`src/rtl/dct_coeff_rle.sv`:
```
// Float DCT coefficient -> saturated integer level -> zero-run (run, level, EOB) tokens.
// Optional: define DCT_RLE_SAT_FLAG_EN to add a per-block saturation flag on the EOB token.
module dct_coeff_rle #(
  parameter int DCT_POINT = 16,
  parameter int M         = 23,
  parameter int E         = 8,
  parameter int W         = 12,
  parameter int QSH       = 0,
  parameter int RUNW      = $clog2(DCT_POINT)
) (
  input  logic                clk,
  input  logic                reset,
  input  logic [M+E:0]        inp,
  input  logic                in_valid,
  output logic                in_ready,
  output logic [RUNW-1:0]     out_run,
  output logic signed [W-1:0] out_level,
  output logic                out_eob,
  output logic                out_valid,
  input  logic                out_ready
`ifdef DCT_RLE_SAT_FLAG_EN
  ,
  output logic                sat_flag
`endif
);

  localparam int BIAS = 2**(E-1) - 1;
  localparam int FW   = M + 1 + W;
  localparam logic [W:0]      MAXL = {2'b00, {(W-1){1'b1}}};
  localparam logic [RUNW-1:0] LAST = RUNW'(DCT_POINT - 1);

  typedef enum logic {ACCEPT, EOB_PEND} state_t;

  logic                w_sign;
  logic [E-1:0]        w_exp;
  logic [M-1:0]        w_man;
  logic signed [31:0]  w_t;
  logic [FW-1:0]       w_ext;
  logic [W:0]          w_x2;
  logic [W:0]          w_raw;
  logic [W:0]          w_mag;
  logic                w_ovf;
  logic signed [W-1:0] w_level;
  logic                w_nz;

  assign {w_sign, w_exp, w_man} = inp;
  // w_t is one more than the unbiased exponent: twice the value has t integer bits
  assign w_t   = $signed(32'(w_exp)) - BIAS - QSH + 1;
  assign w_ext = {1'b1, w_man, {W{1'b0}}};

  always_comb begin
    w_x2  = '0;
    w_raw = '0;
    w_ovf = 1'b0;
    if (w_exp == '1) begin
      w_ovf = (w_man == '0);
    end else if (w_exp != '0) begin
      if (w_t >= W) begin
        w_ovf = 1'b1;
      end else if (w_t >= 0) begin
        w_x2  = (W+1)'(w_ext >> (M + W - w_t));
        w_raw = (w_x2 + 1'b1) >> 1;
        w_ovf = (w_raw > MAXL);
      end
    end
  end

  assign w_mag   = w_ovf ? MAXL : w_raw;
  assign w_level = w_sign ? -$signed(w_mag[W-1:0])
                          : $signed(w_mag[W-1:0]);
  assign w_nz    = (w_level != '0);

  state_t              r_state, w_state_n;
  logic [RUNW-1:0]     r_idx, w_idx_n;
  logic [RUNW-1:0]     r_run, w_run_n;
  logic [RUNW-1:0]     r_orun, w_orun_n;
  logic signed [W-1:0] r_olvl, w_olvl_n;
  logic                r_oeob, w_oeob_n;
  logic                r_ovld, w_ovld_n;
`ifdef DCT_RLE_SAT_FLAG_EN
  logic                r_stk, w_stk_n;
  logic                r_osat, w_osat_n;
`endif
  logic                w_acc;
  logic                w_cons;

  assign in_ready = reset & (r_state == ACCEPT) & (~r_ovld | out_ready);
  assign w_acc    = in_valid & in_ready;
  assign w_cons   = r_ovld & out_ready;

  always_comb begin
    w_state_n = r_state;
    w_idx_n   = r_idx;
    w_run_n   = r_run;
    w_orun_n  = r_orun;
    w_olvl_n  = r_olvl;
    w_oeob_n  = r_oeob;
    w_ovld_n  = r_ovld;
`ifdef DCT_RLE_SAT_FLAG_EN
    w_stk_n   = r_stk;
    w_osat_n  = r_osat;
`endif
    if (w_cons) begin
      w_ovld_n = 1'b0;
`ifdef DCT_RLE_SAT_FLAG_EN
      if (r_oeob) w_stk_n = 1'b0;
`endif
      if (r_state == EOB_PEND) begin
        w_ovld_n  = 1'b1;
        w_orun_n  = '0;
        w_olvl_n  = '0;
        w_oeob_n  = 1'b1;
        w_state_n = ACCEPT;
`ifdef DCT_RLE_SAT_FLAG_EN
        w_osat_n  = r_stk;
`endif
      end
    end
    if (w_acc) begin
`ifdef DCT_RLE_SAT_FLAG_EN
      w_stk_n  = w_stk_n | w_ovf;
      w_osat_n = 1'b0;
`endif
      if (r_idx == LAST) begin
        w_idx_n  = '0;
        w_run_n  = '0;
        w_ovld_n = 1'b1;
        if (w_nz) begin
          w_orun_n  = r_run;
          w_olvl_n  = w_level;
          w_oeob_n  = 1'b0;
          w_state_n = EOB_PEND;
        end else begin
          // trailing zeros collapse straight into the EOB token
          w_orun_n = '0;
          w_olvl_n = '0;
          w_oeob_n = 1'b1;
`ifdef DCT_RLE_SAT_FLAG_EN
          w_osat_n = w_stk_n;
`endif
        end
      end else begin
        w_idx_n = r_idx + 1'b1;
        if (r_idx == '0 || w_nz) begin
          w_ovld_n = 1'b1;
          w_orun_n = (r_idx == '0) ? '0 : r_run;
          w_olvl_n = w_level;
          w_oeob_n = 1'b0;
          w_run_n  = '0;
        end else begin
          w_run_n = r_run + 1'b1;
        end
      end
    end
  end

  always_ff @(posedge clk) begin
    if (!reset) begin
      r_state <= ACCEPT;
      r_idx   <= '0;
      r_run   <= '0;
      r_orun  <= '0;
      r_olvl  <= '0;
      r_oeob  <= 1'b0;
      r_ovld  <= 1'b0;
`ifdef DCT_RLE_SAT_FLAG_EN
      r_stk   <= 1'b0;
      r_osat  <= 1'b0;
`endif
    end else begin
      r_state <= w_state_n;
      r_idx   <= w_idx_n;
      r_run   <= w_run_n;
      r_orun  <= w_orun_n;
      r_olvl  <= w_olvl_n;
      r_oeob  <= w_oeob_n;
      r_ovld  <= w_ovld_n;
`ifdef DCT_RLE_SAT_FLAG_EN
      r_stk   <= w_stk_n;
      r_osat  <= w_osat_n;
`endif
    end
  end

  assign out_run   = r_orun;
  assign out_level = r_olvl;
  assign out_eob   = r_oeob;
  assign out_valid = r_ovld;
`ifdef DCT_RLE_SAT_FLAG_EN
  assign sat_flag  = r_osat;
`endif

endmodule

```
`config.mk`:
```
export PLATFORM = sky130hd
export DESIGN_NAME = dct_coeff_rle
export DESIGN_NICKNAME = d
export VERILOG_FILES = /design/src/rtl/dct_coeff_rle.sv
export SDC_FILE = /design/constraint.sdc
export NUM_CORES = 1
export LEC_CHECK = 0
export CAP_MARGIN = 20
export CORE_MARGIN = 2
export CORE_UTILIZATION = 59
export CTS_CLUSTER_SIZE = 14
export DETAILED_ROUTE_END_ITERATION = 10
export PLACE_DENSITY = 0.94
export REMOVE_ABC_BUFFERS = 1
export SYNTH_ARGS = -nofsm -noshare
export SYNTH_HDL_FRONTEND = slang
export SYNTH_SLANG_ARGS = --single-unit
```
`constraint.sdc`:
```
create_clock -name clk -period 9.4 [get_ports clk]
set_input_delay 0.94 -clock clk [delete_from_list [all_inputs] [get_ports clk]]
set_output_delay 0.94 -clock clk [all_outputs]
set_load 0.05 [all_outputs]
```
==> results <==
- The run finished with clean final reports.
- The largest clock skew in the final design is 0.00381 ns.
- The internal power of the cells totals 0.000288 W.
- The xor and xnor area share after synthesis is 0.0518.
- Of the total power, registers draw 0.224.
- The number of global-route vias before repair was 4643.
- At the worst endpoint, the arrival time is 8.92 ns.
- The category of the most critical setup path is input pin to flop.
- Timing analysis after detailed placement gives a worst setup slack of 0.636 ns.
- The worst min-delay path class is flop to flop.
- The per-instance average area after synthesis is 7.90 sq um.
- The count of cells resized by post-cts repair is 0.
- STA classifies the critical path startpoint as an input pin.
- Setup slack on the worst reg-to-reg path comes out at 6.89 ns.
- Counting every instance in the synthesized netlist gives 599.
- In the final layout, the share of cells above drive strength 1 is 0.123.
- The post-synth design cell area is 4730 sq um.
- CTS built an H-tree with a depth of 1.
- The number of top-level pins is 55.
- The biggest area contributor in the post-synthesis netlist is dfxtp_1.
- In this run the clock root is driven by a clkbuf_8.
- The number of hold violations in the final report is 0.
- Across the VDD grid, the largest voltage drop is 65.6 uV.
- Of the total power, the share spent switching nets is 0.475.
- From bottom edge to top edge, the die measures 93.6 um.
- For the final routed database, the setup TNS stands at 0 ns.
- Detailed routing inserted a total of 5102 vias.
- The fmax is 0.115 GHz.
- The minimum hold slack is 0.446 ns.
- The flip-flop cell with the highest count after synthesis is dfxtp_1.
- The leakage power is 1.95 nW.
- The final critical path time including I/O delays and setup is 8.73 ns.
- The share of total power dissipated in combinational logic is 0.655.
- The portion of synthesized area spent on multiplexers is 0.184.
- The critical path capture point type is a flop.
- The commonest cells after synthesis are 64 x nand2_1, 47 x nor2_1, 34 x mux2i_1, 34 x o21ai_0, 28 x inv_1.
- The number of antenna cells inserted is 0.
- The slowest library cell on the worst path is or4_4.
- After clock tree synthesis, the flow added hold-fix buffers numbering 0.
- The share of synthesized area occupied by flip-flops and latches is 0.114.
- The number of max-slew violations in the final report is 0.
- Summed over all layers, the global routing overflow is 0.
- The area overhead of the layout relative to synthesis is 11.8%.
- The number of buffers created by CTS is 3.
- In the post-route analysis, the smallest setup slack over all paths is 0.671 ns.
- The number of antenna violations at the first check in global routing came to 0.
- The routed wirelength normalized by instance count is 18.4 um.
- In this run, distinct cell masters in the synthesized netlist total 89.
- The floorplan step defined a die boundary enclosing 8760 sq um.
- The power per cell area is 104 nW/um^2.
- The compound-gate portion of the synthesized area is 0.271.
- The critical-path maximum fanout is 22.
- In this run, synthesis produced a sequential element count of 27.
- The TritonCTS clock tree is built.
- Across the run, the number of max-cap violations was 0.
- The required arrival time at the worst endpoint is 9.59 ns.
- Of the total synthesized cell area, the portion taken by full adders, half adders and majority gates is 0.0291.
- The clock net in this run drives a total of 27 sinks.
- The post-synthesis simple-gate area fraction is 0.284.
- The Yosys step of the flow raised 0 warnings.
- The starting density of the core is 0.610.
- Yosys attributes the largest share of cell area to dfxtp_1 11%, mux4_2 9.5%, mux2i_1 7.2%.
- The headroom to the max-slew limit is 0.469.
- Entering global routing, the biggest net connects 46 pins.
- The first-pass detailed-route iteration total is 6.
- Setup violations remaining at the end of the flow were counted as 0.
- By area, the combinational part of the netlist is dominated by simple AND/OR/NAND/NOR gates.
- After the first detailed-routing iteration, the DRC count stood at 675.
- Setup repair after global routing left no endpoint under its margin.
- For this run, the slowest stage of the critical path takes 0.58 ns.
- The clock slew seen by the registers of the worst setup and hold paths is 0.09 ns.
- The number of port buffers is 54.
- The post-CTS setup-driven buffer insertion count is 0.
- The post-route fraction of the period consumed by the critical path is 0.929.
- The cell with the most instances after synthesis is nand2_1.
- The clock insertion delay at the later pin of the skew report is 0.27 ns.
- In the routed design, unresolved DRC markers number 0.
- The half-perimeter wire length after placement is 10.1 mm.
- The top-area cell type share of the netlist area is 0.114.
- The core region is 7770 sq um.
- For this design the total switching power over the nets is 0.000260 W.
- The total wire length after detailed routing is 13.4 mm.
- In this run, synthesis inferred 0 flip-flops with an integrated enable.
- The first-pass GRT wire length is 21.7 mm.
- The number of rows in the core area is 32.
- The most prevalent standard cell on the critical path is ha_1.
- Counting flops with an async set or reset pin after synthesis yields a share of 0.
- The part of the total power dissipated in the clock network is 0.120.
- The post-route antenna net violation count is 0.
- The longest clock path from root to sink contains 2 buffers.
- The die is 93.6 um wide.
- Across every metal layer, demand over resource in global routing totals 0.298.
- The transition time at the pin with the least slew margin is 0.793 ns.
- The final cell utilization of the core is 0.681.
- The net count of the finished layout is 675.
- The detailed-route vias per instance is 7.00.
- The global placement routability congestion is 1.01.
## worst max-delay path: cells and delay by family
kind / cells / cell delay, ns
AOI/OAI and AO/OA: 9 / 2.44
xor gates and xnor gates: 3 / 0.78
adders and majority gates: 4 / 1.10
buffers and inverters: 5 / 1.06
and+or+nand+nor: 9 / 2.56
## flip-flops by register name, summed over array words and instances, names as in the netlist
signal     count
out_valid      1
r_state        1
out_run        4
out_level     12
r_idx          4
r_run          4
out_eob        1
## power groups by stage
| stage | Combinational [W] | Sequential, W | Clock, W |
|---|---|---|---|
| finish | 0.000359 | 0.000123 | 0.0000660 |
| detailed placement | 0.000347 | 0.000125 | 0 |
| CTS | 0.000350 | 0.000123 | 0.0000656 |
| global placement | 0.000337 | 0.000125 | 0 |
| floorplan | 0.000235 | 0.000141 | 0 |
| global route | 0.000381 | 0.000123 | 0.0000709 |
## cells by family after synthesis
kind of cell / count (synthesis)
and+or+nand+nor: 242
AOI/OAI and AO/OA: 167
buffers and inverters: 66
muxes: 61
DFF: 27
xor gates and xnor gates: 25
adders and majority gates: 11
## through the flow
| stage | cells | area, sq um | power [W] |
|---|---|---|---|
| global placement | 725 | 5250 | 0.000462 |
| global route | 729 | 5290 | 0.000575 |
| finish | 729 | 5290 | 0.000548 |
| detailed placement | 725 | 5250 | 0.000473 |
| floorplan | 562 | 4530 | 0.000375 |
| CTS | 729 | 5290 | 0.000538 |
## area by class of cell
class / count / area, sq um
multi-input combinational: 506 / 3880
fill: 618 / 2480
timing repair buffer: 61 / 588
sequential: 27 / 541
tap: 102 / 128
inverter: 29 / 109
clock buffer: 3 / 41.3
clock inverter: 1 / 5.00
## cells in the final DEF (no fill, tap or decap), drive strengths merged, types with 6 or more instances in the layout
master	instances
nand2	64
clkdlybuf4s50	53
nor2	48
o21ai	39
mux2i	34
inv	28
dfxtp	27
a21oi	24
nand3	23
mux4	20
nor3	19
xnor2	17
nand4	14
and3	13
ha	11
nor4	11
or3	10
and4	10
a31oi	10
o211ai	9
and2	9
nand2b	8
xor2	8
buf	8
mux2	7
o2bb2ai	7
a211oi	7
o31ai	7
a21o	6
## layer usage
layer,share of wire,track usage,vias up
met5,0,0,-
met4,0.017,0.0580,0
met3,0.081,0.0258,33
met2,0.50,0.525,311
met1,0.41,0.402,2414
li1,-,-,2344
## worst paths after layout
| kind | startpoint | endpoint | depth (start not counted) |
|---|---|---|---|
| max | inp[24] | out_run[2] | 30 |
| max reg2reg | out_valid | out_run[2] | 5 |
| min reg2reg | out_run[3] | out_run[3] | 2 |
| min | out_run[3] | out_run[3] | 2 |
Power figures use the tool's default switching activity.
==> variant 1: new RTL, same flow settings <==
Reset style: asynchronous (`reset`), changed in one clocked block.
--- a/src/rtl/dct_coeff_rle.sv
+++ b/src/rtl/dct_coeff_rle.sv
@@ -154,7 +154,7 @@
     end
   end
 
-  always_ff @(posedge clk) begin
+  always_ff @(posedge clk or negedge reset) begin
     if (!reset) begin
       r_state <= ACCEPT;
       r_idx   <= '0;
Check against the original RTL: differs if reset is asserted again (counterexample within 4 cycles, from zero or initial values and one cycle with reset low); with reset held inactive, the same outputs for 10 cycles.
==> variant 1 against the unedited design <==
- power rose by 27%
- critical path depth fell by 5
- synthesized cell count fell by 2.0%
- sequential cell count did not move
- wire length rose by 4.6%
- first-iteration DRC count fell by 36%
- synthesized area rose by 1.0%
- setup slack got worse by 0.20 ns
- maximum frequency fell by 2.2%
- via count rose by 1.1%
- final area rose by 1.8%
==> variant 1: results (changes against the unedited design) <==
| Metric | Value |
|---|---|
| Crit-path slowest cell | `o211ai_1 (was or4_4)` |
| Hold Path Sink | `out_run[2] (was out_run[3])` |
| Vias in the first global route | `4719 (was 4643)` |
| Startpoint of the worst hold path | `out_run[2] (was out_run[3])` |
| Vias | `5160 (was 5102)` |
| Register area share after synthesis | `14.13% (was 11.42%)` |
| Post-layout nets | `667 (was 675)` |
| Reg2reg end | `out_level[10] (was out_run[2])` |
| M3 GR Usage | `4.013% (was 2.579%)` |
| Final HPWL DP | `10.77 mm (was 10.15 mm)` |
| Skew final | `0.005561 ns (was 0.003809 ns)` |
| Fin Hold WS | `0.5199 ns (was 0.4457 ns)` |
| Routability cong. | `0.9755 (was 1.012)` |
| Combinational power share | `67.7% (was 65.5%)` |
| P_comb | `0.472 mW (was 0.359 mW)` |
| Reg-to-reg slack, setup | `7.09 ns (was 6.89 ns)` |
| First-pass DRT Iterations | `5 (was 6)` |
| Met2 Use GR | `52.56% (was 52.46%)` |
| Worst Reg-to-Reg Cells | `4 (was 5)` |
| Pin count of the biggest net entering global routing | `38 (was 46)` |
| Layout cell share with drive strength beyond 1 | `13.89% (was 12.28%)` |
| Max FO, Critical Path | `16 (was 22)` |
| Status | `finished, final reports clean (unchanged)` |
| Final Critical Period | `8.928 ns (was 8.729 ns)` |
| Placed inst area | `5329 sq um (was 5245 sq um)` |
| Vias per cell | `7.157 (was 6.999)` |
| CP peak stage delay | `0.63 ns (was 0.58 ns)` |
| Worst Path Arrival | `9.07 ns (was 8.92 ns)` |
| LEAKAGE | `2.026 nW (was 1.947 nW)` |
| Routed wl met2 | `6.685 mm (was 6.661 mm)` |
-- variant 1: kinds of logic (layout without fill, tap and decap cells) --
logic type      Yosys count  count (layout)  synth area share [%]
compound gates          170             170                 26.29
xor+xnor                 26              26                 5.074
fa+ha+maj                11              11                 2.877
buf+inv                  55              87                 5.598
flops                    27              27                 14.13
mux                      57              57                 18.23
simple gates            241             241                 27.81
-- variant 1: area by class of cell --
cell class / instances / area (sq um) / area share [%]
Multi-Input combinational cell: 505 / 3840 / 71.31
Sequential cell: 27 / 675.6 / 12.55
Timing Repair Buffer: 67 / 633.1 / 11.76
Tap cell: 102 / 127.6 / 2.370
Inverter: 16 / 60.06 / 1.115
Clock buffer: 3 / 41.29 / 0.7667
Clock inverter: 1 / 7.507 / 0.1394
-- variant 1: tightest hold or removal path, stage by stage, from the launching register on --
cell,delay (ns)
dfrtp_1,0.39
nand2_1,0.06
o2bb2ai_1,0.05
==> variant 2: new RTL, same settings <==
Made on the original files. Build with the macro `DCT_RLE_SAT_FLAG_EN` defined.
--- a/src/rtl/dct_coeff_rle.sv
+++ b/src/rtl/dct_coeff_rle.sv
@@ -1,5 +1,7 @@
 // Float DCT coefficient -> saturated integer level -> zero-run (run, level, EOB) tokens.
 // Optional: define DCT_RLE_SAT_FLAG_EN to add a per-block saturation flag on the EOB token.
+`define DCT_RLE_SAT_FLAG_EN
+
 module dct_coeff_rle #(
   parameter int DCT_POINT = 16,
   parameter int M         = 23,
Function (old outputs only; new: sat_flag): kept (equiv_simple and equiv_induct, registers matched by name and starting in step).
==> variant 2 against the unedited design <==
- synthesized cell count is 6.8% higher
- synthesized area is 4.2% higher
- die area is 4.0% higher
- core utilization is 0.29 points lower
- sequential cell count is 2 higher
- maximum frequency hardly changed
- global-route usage is 2.5 points higher
- final area is 4.8% higher
- power is 12% higher
- wire length is 11% higher
- final cell count is 5.5% higher
- sequential share of layout area is 0.25 points higher
- setup slack worse by 0.0018 ns
- combinational power is 3% higher
- critical endpoint is now r_run[2]
- largest cell class unchanged
==> variant 2: results (changes against the unedited design) <==
| Metric | Value |
|---|---|
| Crit-path slowest cell | `or3_1 (was or4_4)` |
| First-pass GRT wire length | `23.74 mm (was 21.72 mm)` |
| Hold Path Cell Cnt | `1 (was 2)` |
| First-pass DRT Iterations | `7 (was 6)` |
| LEAKAGE | `2.016 nW (was 1.947 nW)` |
| CTS H-tree lvls | `2 (was 1)` |
| Setup WS pre-CTS | `0.5331 ns (was 0.6361 ns)` |
| Commonest cells post-synth | `nand2_1, nor2_1, mux2i_1, nand3_1, a21oi_1 (was nand2_1, nor2_1, mux2i_1, o21ai_0, inv_1)` |
| Maximum ir drop on the vdd rail | `65.31 uV (was 65.64 uV)` |
| Final Critical Period | `8.731 ns (was 8.729 ns)` |
| Inst Count DP | `761 (was 725)` |
| Power Sequential | `0.130 mW (was 0.123 mW)` |
| CP delay by family, top | `simple AND/OR/NAND/NOR gates (unchanged)` |
| Routed wl met2 | `7.195 mm (was 6.661 mm)` |
| Startpoint of the worst hold path | `out_level[1] (was out_run[3])` |
| Detailed Route Iter0 Violations | `610 (was 675)` |
| Hold Path Sink | `out_level[1] (was out_run[3])` |
| CP Capture Point | `r_run[2] (was out_run[2])` |
| Clock Latency Late Sink | `0.28 ns` |
| Switching pwr | `0.2749 mW (was 0.2600 mW)` |
| Worst Path Arrival | `8.91 ns (was 8.92 ns)` |
| Mean Syn Cell Area | `7.711 sq um (was 7.904 sq um)` |
| Root Buffer | `clkbuf_8 (unchanged)` |
| Layout cell share with drive strength beyond 1 | `10.69% (was 12.28%)` |
| WL met3 | `1.238 mm (was 1.089 mm)` |
| Max FO, Critical Path | `23 (was 22)` |
| Routed WL | `14.88 mm (was 13.42 mm)` |
| M3 GR Usage | `4.822% (was 2.579%)` |
| Slew margin rel. | `31.45% (was 46.85%)` |
| Post-synth cell types | `83 (was 89)` |
| Vias | `5582 (was 5102)` |
| YS warnings | `0 (unchanged)` |
| Routability cong. | `0.9392 (was 1.012)` |
| M1 WL | `5.953 mm (was 5.447 mm)` |
| WL/cell | `19.35 um (was 18.41 um)` |
| Pin count of the biggest net entering global routing | `48 (was 46)` |
| Reg-to-reg slack, setup | `7.02 ns (was 6.89 ns)` |
| Synth top area cells | `dfxtp_1, mux4_2, mux2i_1 (unchanged)` |
| Fillers | `667 (was 618)` |
| Vias in the first global route | `4941 (was 4643)` |
| Number of buffers created by CTS | `5 (was 3)` |
| Status | `finished, final reports clean (unchanged)` |
| Skew final | `0.008901 ns (was 0.003809 ns)` |
| Clock slew at reported path FFs | `0.06 ns (was 0.09 ns)` |
| CP peak stage delay | `0.55 ns (was 0.58 ns)` |
| Met2 Use GR | `55.05% (was 52.46%)` |
| Placed inst area | `5443 sq um (was 5245 sq um)` |
| GR Util met1 | `41.30% (was 40.21%)` |
| P_clk | `0.114 mW (was 0.0660 mW)` |
| Final HPWL DP | `11.11 mm (was 10.15 mm)` |
| Register area share after synthesis | `11.76% (was 11.42%)` |
| Total GRT Usage | `32.36% (was 29.84%)` |
| Fin Hold WS | `0.4751 ns (was 0.4457 ns)` |
| Post-layout nets | `710 (was 675)` |
| PortBufs | `55 (was 54)` |
## variant 2: repair_timing
item | in CTS | in global routing
hold buffers | 0 | 0
endpoints found under the setup margin | 0 | 9
resized for setup | 0 | 1
## variant 2: area by class of cell
class                   count  area, sq um  share of cell area (%)
clock buffers               7        96.34                   1.737
repair buffers             62        598.1                   10.79
flip-flops and latches     29        580.6                   10.47
well taps                 105        131.4                   2.369
multi-input cells         547         4066                   73.33
clock inverters             1        5.005                 0.09025
inverters                  18        67.56                   1.218
## variant 2: cells by family (layout without fill, tap and decap cells)
group	count (synthesis)	after routing	synth area share (%)
multiplexers	74	74	21.37
AND/OR/NAND/NOR	264	264	28.17
AO/OA/AOI/OAI	178	178	26.34
flip-flops	29	29	11.76
buffers and inverters	64	88	5.857
XOR/XNOR	20	20	3.702
adder cells (fa/ha/maj)	11	11	2.789
